## src/rtl/fetch_stage_pkg.sv

```systemverilog
// Shared types and constants for the F-stage fetch engine.
package fetch_stage_pkg;

    localparam int unsigned XLEN  = 32;
    localparam int unsigned EXC_W = 5;

    localparam logic [XLEN-1:0]  DEF_START_PC = 32'h0000_3000;
    localparam logic [XLEN-1:0]  DEF_IM_LO    = 32'h0000_3000;
    localparam logic [XLEN-1:0]  DEF_IM_HI    = 32'h0000_6FFC;
    localparam logic [EXC_W-1:0] EXC_NONE     = 5'd0;
    localparam logic [EXC_W-1:0] EXC_ADEL     = 5'd4;

    typedef enum logic {
        IDLE = 1'b0,
        WAIT = 1'b1
    } fetch_state_e;

    typedef struct packed {
        logic [EXC_W-1:0] exc;
        logic [XLEN-1:0]  pc;
        logic [XLEN-1:0]  instr;
    } fetch_pkt_t;

    // Misaligned or outside the instruction-memory window.
    function automatic logic fetch_addr_bad(input logic [XLEN-1:0] addr,
                                            input logic [XLEN-1:0] lo,
                                            input logic [XLEN-1:0] hi);
        return (addr[1:0] != 2'b00) || (addr < lo) || (addr > hi);
    endfunction

endpackage

```

## src/rtl/fetch_outbuf.sv

```systemverilog
// Single-entry holding register between the fetch engine and the F/D register.
module fetch_outbuf
    import fetch_stage_pkg::*;
#(
    parameter logic [XLEN-1:0] RESET_PC = DEF_START_PC
) (
    input  logic       clk,
    input  logic       reset_n,
    input  logic       load,
    input  fetch_pkt_t load_pkt,
    input  logic       consume,
    output logic       out_valid,
    output fetch_pkt_t out_pkt
);

    // A load wins over a consume in the same cycle so the buffer is refilled.
    always_ff @(posedge clk) begin
        if (!reset_n) begin
            out_valid     <= 1'b0;
            out_pkt.exc   <= EXC_NONE;
            out_pkt.pc    <= RESET_PC;
            out_pkt.instr <= '0;
        end else if (load) begin
            out_valid <= 1'b1;
            out_pkt   <= load_pkt;
        end else if (consume) begin
            out_valid <= 1'b0;
        end
    end

endmodule

```

## src/rtl/fetch_stage.sv

```systemverilog
// F-stage fetch engine: PC, request FSM, delayed redirect, output buffer.
// Optional fetch-address exception check enabled by defining F_EXC_EN.
module fetch_stage
    import fetch_stage_pkg::*;
#(
    parameter logic [XLEN-1:0] START_PC = DEF_START_PC,
    parameter logic [XLEN-1:0] IM_LO    = DEF_IM_LO,
    parameter logic [XLEN-1:0] IM_HI    = DEF_IM_HI
) (
    input  logic             clk,
    input  logic             reset_n,
    input  logic             D_Stall,
    input  logic             D_Redirect,
    input  logic [XLEN-1:0]  D_NPC,
    output logic             im_req,
    output logic [XLEN-1:0]  im_addr,
    input  logic             im_gnt,
    input  logic             im_rvalid,
    input  logic [XLEN-1:0]  im_rdata,
    output logic [XLEN-1:0]  F_Instr,
    output logic [XLEN-1:0]  F_PC,
    output logic             F_Valid,
    output logic [EXC_W-1:0] F_ExcCode
);

`ifdef F_EXC_EN
    localparam logic EXC_CHECK = 1'b1;
`else
    localparam logic EXC_CHECK = 1'b0;
`endif

    fetch_state_e    state_q;
    logic [XLEN-1:0] pc_q;
    logic [XLEN-1:0] redir_pc_q;
    logic            kill_q;
    logic            redir_pend_q;

    logic            out_valid;
    fetch_pkt_t      out_pkt;
    fetch_pkt_t      load_pkt;

    logic consume, apply, issue_ok, pc_bad, exc_load;
    logic grant, resp, resp_keep, redir_accept, buf_load;

    // Handshake and buffer control decode.
    always_comb begin
        consume      = out_valid && !D_Stall;
        apply        = consume && redir_pend_q;
        issue_ok     = reset_n && (state_q == IDLE) && (!out_valid || consume)
                       && !apply && !kill_q;
        pc_bad       = EXC_CHECK && fetch_addr_bad(pc_q, IM_LO, IM_HI);
        im_req       = issue_ok && !pc_bad;
        exc_load     = issue_ok && pc_bad;
        grant        = im_req && im_gnt;
        resp         = (state_q == WAIT) && im_rvalid;
        resp_keep    = resp && !kill_q && !apply;
        redir_accept = D_Redirect && !D_Stall && !redir_pend_q;
        buf_load     = resp_keep || exc_load;

        load_pkt.exc   = EXC_NONE;
        load_pkt.pc    = pc_q - 32'd4;
        load_pkt.instr = im_rdata;
        if (exc_load) begin
            load_pkt.exc   = EXC_ADEL;
            load_pkt.pc    = pc_q;
            load_pkt.instr = '0;
        end
    end

    // PC / request FSM; a redirect takes effect when its delay slot is consumed.
    always_ff @(posedge clk) begin
        if (!reset_n) begin
            state_q      <= IDLE;
            pc_q         <= START_PC;
            kill_q       <= 1'b0;
            redir_pend_q <= 1'b0;
            redir_pc_q   <= START_PC;
        end else begin
            if (grant) begin
                pc_q    <= pc_q + 32'd4;
                state_q <= WAIT;
            end else if (exc_load) begin
                pc_q <= pc_q + 32'd4;
            end

            if (resp) begin
                state_q <= IDLE;
                kill_q  <= 1'b0;
            end

            if (apply) begin
                pc_q         <= redir_pc_q;
                redir_pend_q <= 1'b0;
                if ((state_q == WAIT) && !im_rvalid) begin
                    kill_q <= 1'b1;
                end
            end

            if (redir_accept) begin
                redir_pend_q <= 1'b1;
                redir_pc_q   <= D_NPC;
            end
        end
    end

    redir_once_a: assert property (@(posedge clk) disable iff (!reset_n)
                                   !(D_Redirect && !D_Stall && redir_pend_q));

    fetch_outbuf #(
        .RESET_PC (START_PC)
    ) u_outbuf (
        .clk       (clk),
        .reset_n   (reset_n),
        .load      (buf_load),
        .load_pkt  (load_pkt),
        .consume   (consume),
        .out_valid (out_valid),
        .out_pkt   (out_pkt)
    );

    assign im_addr   = pc_q;
    assign F_Valid   = out_valid;
    assign F_PC      = out_pkt.pc;
    assign F_Instr   = out_valid ? out_pkt.instr : '0;
    assign F_ExcCode = out_pkt.exc;

endmodule

```

## config.mk

```make
export PLATFORM = sky130hd
export DESIGN_NAME = fetch_stage
export DESIGN_NICKNAME = d
export VERILOG_FILES = /design/src/rtl/fetch_stage_pkg.sv /design/src/rtl/fetch_outbuf.sv /design/src/rtl/fetch_stage.sv
export SDC_FILE = /design/constraint.sdc
export NUM_CORES = 1
export LEC_CHECK = 0
export CAP_MARGIN = 20
export CORE_ASPECT_RATIO = 0.8
export CORE_MARGIN = 10
export CORE_UTILIZATION = 37
export DETAILED_ROUTE_END_ITERATION = 7
export DONT_BUFFER_PORTS = 1
export PLACE_DENSITY = 0.6
export SLEW_MARGIN = 20
export SYNTH_ARGS = -nofsm -noshare
export SYNTH_HDL_FRONTEND = slang
export SYNTH_HIERARCHICAL = 1
export SYNTH_SLANG_ARGS = --single-unit
```

## constraint.sdc

```tcl
create_clock -name clk -period 2.2 [get_ports clk]
set_input_delay 0.55 -clock clk [delete_from_list [all_inputs] [get_ports clk]]
set_output_delay 0.55 -clock clk [all_outputs]
set_load 0.01 [all_outputs]
```

; ---- Word-level counts from Yosys, hierarchy flattened
; Cells that the tools add are included.
[classes]
n_addsub = 2
mux = 10
bitwise = 2
n_reduce_logical = 24
[op_table]
columns = cell, count
row1 = two-way mux 32 bit, 3
row2 = adder 32 x 3 -> 32 bit (second input constant), 1
row3 = subtractor 32 x 3 -> 32 bit (second input constant), 1
row4 = logical AND 1 bit, 13
row5 = two-way mux 1 bit, 7
row6 = zero test 1 bit, 6
row7 = nonzero test 2 bit, 3
row8 = inverter 1 bit, 2
row9 = OR reduction 2 bit, 1
row10 = logical OR 1 bit, 1
[totals]
register_bits = 132
input_bits = 70
out_inout_bits = 103
wordCells = 46

; ---- Logic depth before layout (Yosys ltp)
[logic_depth]
ltp_word = 9
mapped_depth = 11
mapped_depth_nobuf = 9

; ---- Modules after synthesis
; Netlist, hierarchy kept.
[by_module_without_submodules]
columns = module, instances, cells_each, area_per_inst_um2, seq_area_each_um2
row1 = fetch_stage, 1, 528, 3913.8, 1341.3
row2 = fetch_outbuf, 1, 225, 2675.1, 1401.3

; ---- Worst setup path before layout
; OpenSTA, ideal clock, no wires.
[synth_timing]
path_kind = reg2reg
from = register pc_q[2], in the netlist im_addr[2]
to = register u_outbuf/out_pkt[62] (netlist name)
setup_time_ps = 116
t_arrival_ps = 2108
t_required_ps = 2084
setup_slack_ps = -24
stages_incl_launch_ff = 12
path_buffers = 2
synth_period_minus_slack_ps = 2224
cell_sequence = dfxtp_1 -> inv_1 -> ha_1 -> or3b_2 -> clkbuf_1 -> nor3_1 -> and4_1 -> buf_2 -> nand3b_1 -> xnor2_1 -> mux2i_1 -> nor2b_1
[synth_rtl]
columns = element, line_no
row1 = start: declaration, fetch_stage.sv:33  ; logic [XLEN-1:0] pc_q;
row2 = start signal: assignment, fetch_stage.sv:80  ; pc_q <= pc_q + 32'd4;
row3 = start signal: assignment, fetch_stage.sv:83  ; pc_q <= pc_q + 32'd4;
row4 = start signal: assignment, fetch_stage.sv:92  ; pc_q <= redir_pc_q;

==> out/qor.json <==
{
  "cap_viol_max_count": {"value": 0},
  "cts_buffers": {"value": 17},
  "ctsLongestPathBuffers": {"value": 2},
  "power": {"value": 5.59, "unit": "mW"},
  "synthSimpleGateAreaFrac": {"value": 0.265},
  "tightest_slew": {"value": 0.812, "unit": "ns"},
  "postSynth.topFlopCell": {"value": "sky130_fd_sc_hd__dfxtp_1"},
  "cells_after_synthesis": {"value": 753},
  "area.growth.synth_to_final": {"value": 14.9, "unit": "%"},
  "die-height": {"value": 139, "unit": "um"},
  "initial_core_util": {"value": 0.378},
  "fp.dieArea": {"value": 0.0236, "unit": "mm^2"},
  "dp.final_hpwl": {"value": 13.6, "unit": "mm"},
  "first_pass_grt_wire_length": {"value": 28.2, "unit": "mm"},
  "power.switching_fraction": {"value": 0.231},
  "synth_largest_area_cell": {"value": "sky130_fd_sc_hd__dfxtp_1"},
  "core.rowCount": {"value": 43},
  "cts_resized": {"value": 0},
  "run_status": {"value": "completed"},
  "route.vias.total": {"value": 5158},
  "timing.final.crit_share": {"value": 0.939},
  "synthArstFlopShare": {"value": 0},
  "root_buffer": {"value": "sky130_fd_sc_hd__clkbuf_16"},
  "muxShareOfSynthArea": {"value": 0.105},
  "layout.area.seq": {"value": 0.00274, "unit": "mm^2"},
  "min_path_type": {"value": "in2reg"},
  "number_of_clock_sinks_seen_by_cts": {"value": 137},
  "drt.antenna.violating_nets": {"value": 0},
  "setup_tns": {"value": 0, "unit": "ns"},
  "worst_ir_drop_vdd": {"value": 0.468, "unit": "mV"},
  "internal_power": {"value": 4.30, "unit": "mW"},
  "power.clock.fraction": {"value": 0.471},
  "fmax": {"value": 484, "unit": "MHz"},
  "synth_top_cells_by_count": {"value": "137 x sky130_fd_sc_hd__dfxtp_1, 94 x sky130_fd_sc_hd__nand2_1, 70 x sky130_fd_sc_hd__nor2b_1"},
  "synthesis.area_per_instance": {"value": 8.75, "unit": "um^2"},
  "setup_repair_after_global_routing_missed_its_margin": {"value": "false"},
  "placement.io_buffers": {"value": 0},
  "fraction_of_final_layout_cells_with_drive_strength_greater_than_1": {"value": 0.130},
  "synth-adder-area-share": {"value": 0.00380},
  "detailed_place.area": {"value": 0.00700, "unit": "mm^2"},
  "timing.final.crit_period": {"value": 2.07, "unit": "ns"},
  "groute.usage.overall": {"value": 0.151},
  "synth_seq_area_share": {"value": 0.416},
  "worst-endpoint-arrival": {"value": 2.42, "unit": "ns"},
  "worstSkewPairLatency": {"value": 0.42, "unit": "ns"},
  "cp_data_required_time": {"value": 2.55, "unit": "ns"},
  "r2r_cells": {"value": 7},
  "main_combinational_cell_family_by_area_after_synthesis": {"value": "simple AND/OR/NAND/NOR gates"},
  "grt-ovfl-total": {"value": 0},
  "hold_viol_final": {"value": 0},
  "worst_setup_hold_path_clk_slew": {"value": 0.06, "unit": "ns"},
  "setup_violations": {"value": 0},
  "power_switching": {"value": 1.29, "unit": "mW"},
  "synth-edff-count": {"value": 0},
  "power_density": {"value": 739, "unit": "mW/mm^2"},
  "maxSlewHeadroom": {"value": 0.456},
  "min_path_cells": {"value": 1},
  "avgRoutedWirePerCell": {"value": 18.5, "unit": "um"},
  "synthXorXnorAreaFrac": {"value": 0.0492},
  "cts_hold_repair.buffers": {"value": 0},
  "num-fill-cells": {"value": 1736},
  "drt-total-wl": {"value": 18.5, "unit": "mm"},
  "combinationalPowerShare": {"value": 0.064},
  "first_global_vias": {"value": 4675},
  "finClkSkew": {"value": 0.00766, "unit": "ns"},
  "finish.instance_area": {"value": 0.00757, "unit": "mm^2"},
  "synth_most_common_cell": {"value": "sky130_fd_sc_hd__dfxtp_1"},
  "post-route-drc-count": {"value": 0},
  "top_area_cell_type_share_of_the_netlist_area": {"value": 0.416},
  "synth.yosys.warnings": {"value": 6},
  "drv_slew": {"value": 0},
  "synth_seq_cells": {"value": 137},
  "syn-cell-area": {"value": 0.00659, "unit": "mm^2"},
  "drt_first_iter_violations": {"value": 389},
  "grt_antenna_before_repair": {"value": 0},
  "critical_path_peak_fanout": {"value": 9},
  "sequential_power_share": {"value": 0.465},
  "pin_count_of_the_biggest_net_entering_global_routing": {"value": 83},
  "final.setup.worst_slack": {"value": 0.134, "unit": "ns"},
  "placement.setup.worst_slack": {"value": 0.0558, "unit": "ns"},
  "htree_levels": {"value": 4},
  "placeableCoreArea": {"value": 0.0174, "unit": "mm^2"},
  "post-cts-setup-buffers": {"value": 0},
  "worstSetupStartpointType": {"value": "register"},
  "cellLeakagePower": {"value": 2.70, "unit": "nW"},
  "cp-end-kind": {"value": "register"},
  "chipWidth": {"value": 169, "unit": "um"},
  "vias_per_cell": {"value": 5.15},
  "gp_congestion": {"value": 0.824},
  "multi_input_area": {"value": 0.00350, "unit": "mm^2"},
  "detail_route.first_pass.iterations": {"value": 5},
  "critPathKind": {"value": "reg2reg"},
  "netlist-cell-type-count": {"value": 50},
  "synth_compound_area_frac": {"value": 0.0991},
  "finalNetCount": {"value": 838},
  "tritoncts": {"value": "yes"},
  "boundaryPins": {"value": 173},
  "synth_area_leaders": {"value": "sky130_fd_sc_hd__dfxtp_1 42%, sky130_fd_sc_hd__mux2i_1 10%, sky130_fd_sc_hd__nor2b_1 6.6%, sky130_fd_sc_hd__nand2_1 5.4%, sky130_fd_sc_hd__a21oi_1 4.9%"},
  "num_antenna_cells": {"value": 0}
}
-- power groups by stage --
stage	Sequential, mW	Combinational [mW]	Clock [mW]
2_1_floorplan	2.64	0.284	0
3_3_place_gp	2.65	0.355	0
3_5_place_dp	2.65	0.358	0
4_1_cts	2.60	0.358	2.71
5_1_grt	2.61	0.400	2.81
6_report	2.60	0.357	2.63
-- worst paths after layout --
| kind | startpoint | end | slack, ns |
|---|---|---|---|
| setup / recovery | im_addr[4]$_SDFFE_PN0P_ | u_outbuf/out_pkt[63]$_SDFFE_PN0P_ | 0.13 |
| hold / removal | reset_n | redir_pc_q[13]$_SDFFE_PN1P_ | 0.22 |
| setup reg to reg | im_addr[4]$_SDFFE_PN0P_ | u_outbuf/out_pkt[63]$_SDFFE_PN0P_ | 0.13 |
| hold reg to reg | redir_pc_q[0]$_SDFFE_PN0P_ | redir_pc_q[0]$_SDFFE_PN0P_ | 0.46 |
-- sequential cells by signal (all words and copies together), names as in the netlist, named ones only --
name	flops
state_q	1
redir_pc_q	32
u_outbuf/out_pkt	69
redir_pend_q	1
u_outbuf/out_valid	1
im_addr	32
-- worst max-delay path: stages (launching register included) --
cell                      delay [ns]
sky130_fd_sc_hd__dfxtp_1        0.40
sky130_fd_sc_hd__or4_4          0.56
sky130_fd_sc_hd__nor3_4         0.20
sky130_fd_sc_hd__nand3_4        0.16
sky130_fd_sc_hd__nor4_2         0.27
sky130_fd_sc_hd__xor2_1         0.19
sky130_fd_sc_hd__mux2i_1        0.10
sky130_fd_sc_hd__nor2b_1        0.12
-- metrics by stage --
stage	cells	utilization	hold WS, ns
6_report	1002	0.434	0.220
5_1_grt	1002	0.434	0.195
4_1_cts	1002	0.432	0.191
3_5_place_dp	972	0.401	0.451
3_3_place_gp	972	0.401	0.447
2_1_floorplan	757	-	0.432
-- cell type report --
type                            count  share of cell area
Clock buffer                       22              0.0613
Clock inverter                      8             0.00975
Inverter                           11             0.00545
Multi-Input combinational cell    545               0.462
Sequential cell                   137               0.362
Tap cell                          225              0.0372
Timing Repair Buffer               54              0.0618
-- logic make-up after synthesis --
kind of cell / Yosys count
and+or+nand+nor: 318
DFF: 137
AOI/OAI and AO/OA: 114
buffers and inverters: 75
muxes: 69
xor gates and xnor gates: 37
adders and majority gates: 2
other: 1
-- routing by layer --
metal	track usage	vias up	routed length, um	part of all wire
met4	0.0531	0	255	0.014
li1	-	2593	-	-
met1	0.205	2381	8680	0.47
met3	0.0763	15	1950	0.11
met5	0	-	0	0
met2	0.198	169	7620	0.41
-- placed cells by master, fill, tap and decap left out, types with 3 or more instances in the layout --
| master | n |
|---|---|
| sky130_fd_sc_hd__a32oi_1 | 3 |
| sky130_fd_sc_hd__and2_1 | 36 |
| sky130_fd_sc_hd__xnor2_1 | 21 |
| sky130_fd_sc_hd__and3_1 | 15 |
| sky130_fd_sc_hd__nand3_1 | 18 |
| sky130_fd_sc_hd__xor2_1 | 16 |
| sky130_fd_sc_hd__o21ai_0 | 13 |
| sky130_fd_sc_hd__buf_4 | 49 |
| sky130_fd_sc_hd__nor4_2 | 4 |
| sky130_fd_sc_hd__nor4_1 | 8 |
| sky130_fd_sc_hd__conb_1 | 5 |
| sky130_fd_sc_hd__nor3_1 | 15 |
| sky130_fd_sc_hd__buf_12 | 5 |
| sky130_fd_sc_hd__a31oi_1 | 3 |
| sky130_fd_sc_hd__a21oi_1 | 64 |
| sky130_fd_sc_hd__inv_1 | 10 |
| sky130_fd_sc_hd__o21a_1 | 3 |
| sky130_fd_sc_hd__o22ai_1 | 13 |
| sky130_fd_sc_hd__nand2_1 | 94 |
| sky130_fd_sc_hd__and4_1 | 3 |
| sky130_fd_sc_hd__clkbuf_16 | 17 |
| sky130_fd_sc_hd__nor2b_1 | 69 |
| sky130_fd_sc_hd__clkinv_2 | 4 |
| sky130_fd_sc_hd__nand4_1 | 8 |
| sky130_fd_sc_hd__mux2i_1 | 69 |
| sky130_fd_sc_hd__dfxtp_1 | 136 |
| sky130_fd_sc_hd__o211ai_1 | 3 |
| sky130_fd_sc_hd__or4_4 | 3 |
| sky130_fd_sc_hd__or3_1 | 5 |
| sky130_fd_sc_hd__nand2b_1 | 3 |
| sky130_fd_sc_hd__nor2_1 | 23 |
| sky130_fd_sc_hd__clkbuf_1 | 3 |
| sky130_fd_sc_hd__o31ai_1 | 3 |
Power figures use the tool's default switching activity.
